===== src/rtl/prbs_step.sv =====
// Combinational one-word LFSR step: DW sequence bits (bit 0 earliest) and next state.
// Zero latency, no flow control.
module prbs_step #(
    parameter int               POL_W = 7,
    parameter logic [POL_W-1:0] TAPS  = 7'b1100000,
    parameter int               DW    = 16
) (
    input  logic [POL_W-1:0] state,
    output logic [DW-1:0]    word,
    output logic [POL_W-1:0] next_state
);

    logic [POL_W-1:0] s;
    logic             fb;

    // s[k-1] holds x(n-k); each iteration emits x(n) and shifts it in at s[0].
    always_comb begin
        s    = state;
        fb   = 1'b0;
        word = '0;
        for (int i = 0; i < DW; i++) begin
            fb      = ^(s & TAPS);
            word[i] = fb;
            s       = {s[POL_W-2:0], fb};
        end
        next_state = s;
    end

endmodule


===== config.mk =====
export PLATFORM = sky130hd
export DESIGN_NAME = prbs_step
export DESIGN_NICKNAME = d
export VERILOG_FILES = /design/src/rtl/prbs_step.sv
export SDC_FILE = /design/constraint.sdc
export NUM_CORES = 1
export LEC_CHECK = 0
export ABC_AREA = 1
export CAP_MARGIN = 10
export CORE_AREA = 2 2 39 41
export DETAILED_ROUTE_END_ITERATION = 8
export DIE_AREA = 0 0 41 43
export GPL_ROUTABILITY_DRIVEN = 1
export PLACE_DENSITY = 0.76
export SETUP_SLACK_MARGIN = 0.2
export SYNTH_ARGS = -nofsm -noshare
export SYNTH_HDL_FRONTEND = slang
export SYNTH_SLANG_ARGS = --single-unit

===== constraint.sdc =====
create_clock -name vclk -period 1.3
set_clock_uncertainty 0.1 [all_clocks]
set_input_delay 0.26 -clock vclk [all_inputs]
set_output_delay 0.26 -clock vclk [all_outputs]
set_load 0.02 [all_outputs]

==> flow_summary_export.csv <==
group,metric,value,unit
synth,synthDistinctLibCells,9,
final_layout,clkbuf_count,0,
placed_design,post-place-ws,-1.04,ns
synth,synth_top_area_cell,"buf_4",
synth,syn_nets,59,
floorplan,ios,30,
final_layout,fillCellCount,93,
pwr,swShare,48.9,%
timing,holdWs,0.802,ns
drt,vias,449,
synth,synth_top_area_share,22.1,%
floorplan,die-area,0.00176,sq mm
timing,setup_viol,18,
timing,fmax,0.672,GHz
timing,tns,-2.36,ns
global_route,grt_use_met1,14.7,%
status,failed_checks,"negative setup slack",
final_layout,flops_and_latches,0,
global_route,grt.total_usage,15.2,%
timing,finalMaxSlewViolations,0,
setup_path,cp_max_fo,4,
global_route,grt_pass1_vias,439,
synth,synth_warnings,0,
pwr,ir_drop,0.379,mV
floorplan,chipHeight,43,um
global_route,use_met3,2.62,%
hold_path,hp-class,"in2out",
placed_design,place_area,800,sq um
floorplan,rows,14,
drt,viasPerCell,4.16,
final_layout,nets,101,
timing,period_needed,1.49,ns
setup_path,critical_path_class,"in2out",
global_route,grt_use_met2,30.3,%
global_route,grt_busiest_layer,"met2",
setup_path,crit_required,0.94,ns
timing,tightest_slew,0.272,ns
pwr,p_clk_share,0,%
setup_path,start_kind,"input port",
floorplan,initial_utilization,22.1,%
global_route,antenna_found_initial,0,
cts,hold_buffers,0,
drt,ant_nets,0,
final_layout,area.sequential,0,sq um
status,status,"finished with violations",
pwr,powerDensity,676,mW/mm^2
placed_design,hpwl,842,um
drt,drt-total-wl,1320,um
final_layout,area_growth,249,%
final_layout,final_layout_size_suffix_gt1_share,90.2,%
timing,relSlewSlack,81.9,%
placed_design,gp_congestion,0.604,
timing,grt_setup_unrepaired,"yes",
final_layout,multi_input_area,472,sq um
setup_path,critPathArrivalTime,1.13,ns
setup_path,cp-end-kind,"output port",
drt,dr.first_iter.drc_count,1,
synth,avgSynthCellArea,5.87,sq um
synth,ys_seq_area_share,0,%
synth,syn-cell-area,305,sq um
final_layout,design_area,0.00107,sq mm
hold_path,min_path_cells,4,
drt,wire_per_inst,12.2,um
global_route,grt_max_degree,7,
final_layout,num_antenna_cells,0,
pwr,p_total,0.721,mW
flow_run,maxCapViolCount,0,
pwr,p_leak,0.501,nW
global_route,grt_pass1_wl,1880,um
timing,hold_viol,0,
floorplan,core,0.00138,sq mm
placed_design,port_buffers,30,
global_route,grt_overflow_total,0,
synth,netlist_top_cells_area,"buf_4 22%, nand2_1 22%, xor2_1 17%",
timing,period_share,114,%
pwr,pwr-share-seq,0,%
synth,syn_inst,52,
timing,setup_ws,-0.188,ns
pwr,p_switching,0.353,mW
pwr,p_int,0.368,mW
floorplan,die_w,41,um
drt,remaining_drc_errors,0,
drt,drtPass1Iterations,2,
pwr,combinationalPowerShare,100.0,%
-- critical path, cell delays in order --
cell and delay [ns]:
buf_6 0.09, buf_8 0.12, xnor2_4 0.27, inv_2 0.11, nand2_2 0.07, nand2_2 0.07
buf_6 0.13
-- metrics by stage --
stage	cells	utilization, %
2_1_floorplan	52	-
3_3_place_gp	101	57.8
3_5_place_dp	101	57.8
4_1_cts	107	72.9
5_1_grt	108	77.0
6_report	108	77.0
-- logic make-up after synthesis --
logic type,Yosys count,synth area share (%)
simple gates,25,34.4
xor+xnor,10,33.6
buf+inv,17,32.0
-- synth_stat cells --
cell type,number
inv_2,2
buf_4,9
xor2_1,6
nand2_2,2
inv_1,6
xnor2_1,2
nand2_1,18
nand3_1,5
xnor2_2,2
-- power by group through the flow --
stage	Clock (mW)	Combinational (mW)	Sequential, mW
finish	0	0.721	0
CTS	0	0.690	0
global route	0	0.760	0
floorplan	0	0.365	0
global placement	0	0.563	0
detailed placement	0	0.571	0
-- final cells by class --
cell class | instances | share of cell area, %
Inverter | 8 | 2.82
Tap cell | 16 | 1.88
Timing Repair Buffer | 49 | 51.1
Multi-Input combinational cell | 35 | 44.2
-- worst paths after layout --
path / startpoint / endpoint / slack, ns
worst max-delay path: state[4] / word[9] / -0.19
worst min-delay path: state[2] / word[11] / 0.80
-- layout by cell type (no fill, tap or decap), types with 2 or more instances in the layout --
master,instances
buf_6,35
nand2_2,9
inv_2,7
buf_4,6
nand2_1,5
xor2_4,5
buf_8,5
nand2_4,3
nand2_8,3
xnor2_4,3
nand3_1,3
nand3_4,2
buf_2,2
-- timing repair --
| action | 4_1_cts | 5_1_grt |
|---|---|---|
| gates resized for setup | 205 | 12 |
| buffers inserted | 6 | 1 |
| gates cloned | 0 | 0 |
| pin swaps | 16 | 7 |
| endpoints found under the setup margin | 23 | 23 |
-- per-layer routing --
layer | part of all wire (%) | vias up
met4 | 2.1 | 0
met2 | 67 | 16
met1 | 26 | 210
li1 | - | 221
met3 | 5.3 | 2
met5 | 0 | -
Power figures use the tool's default switching activity.
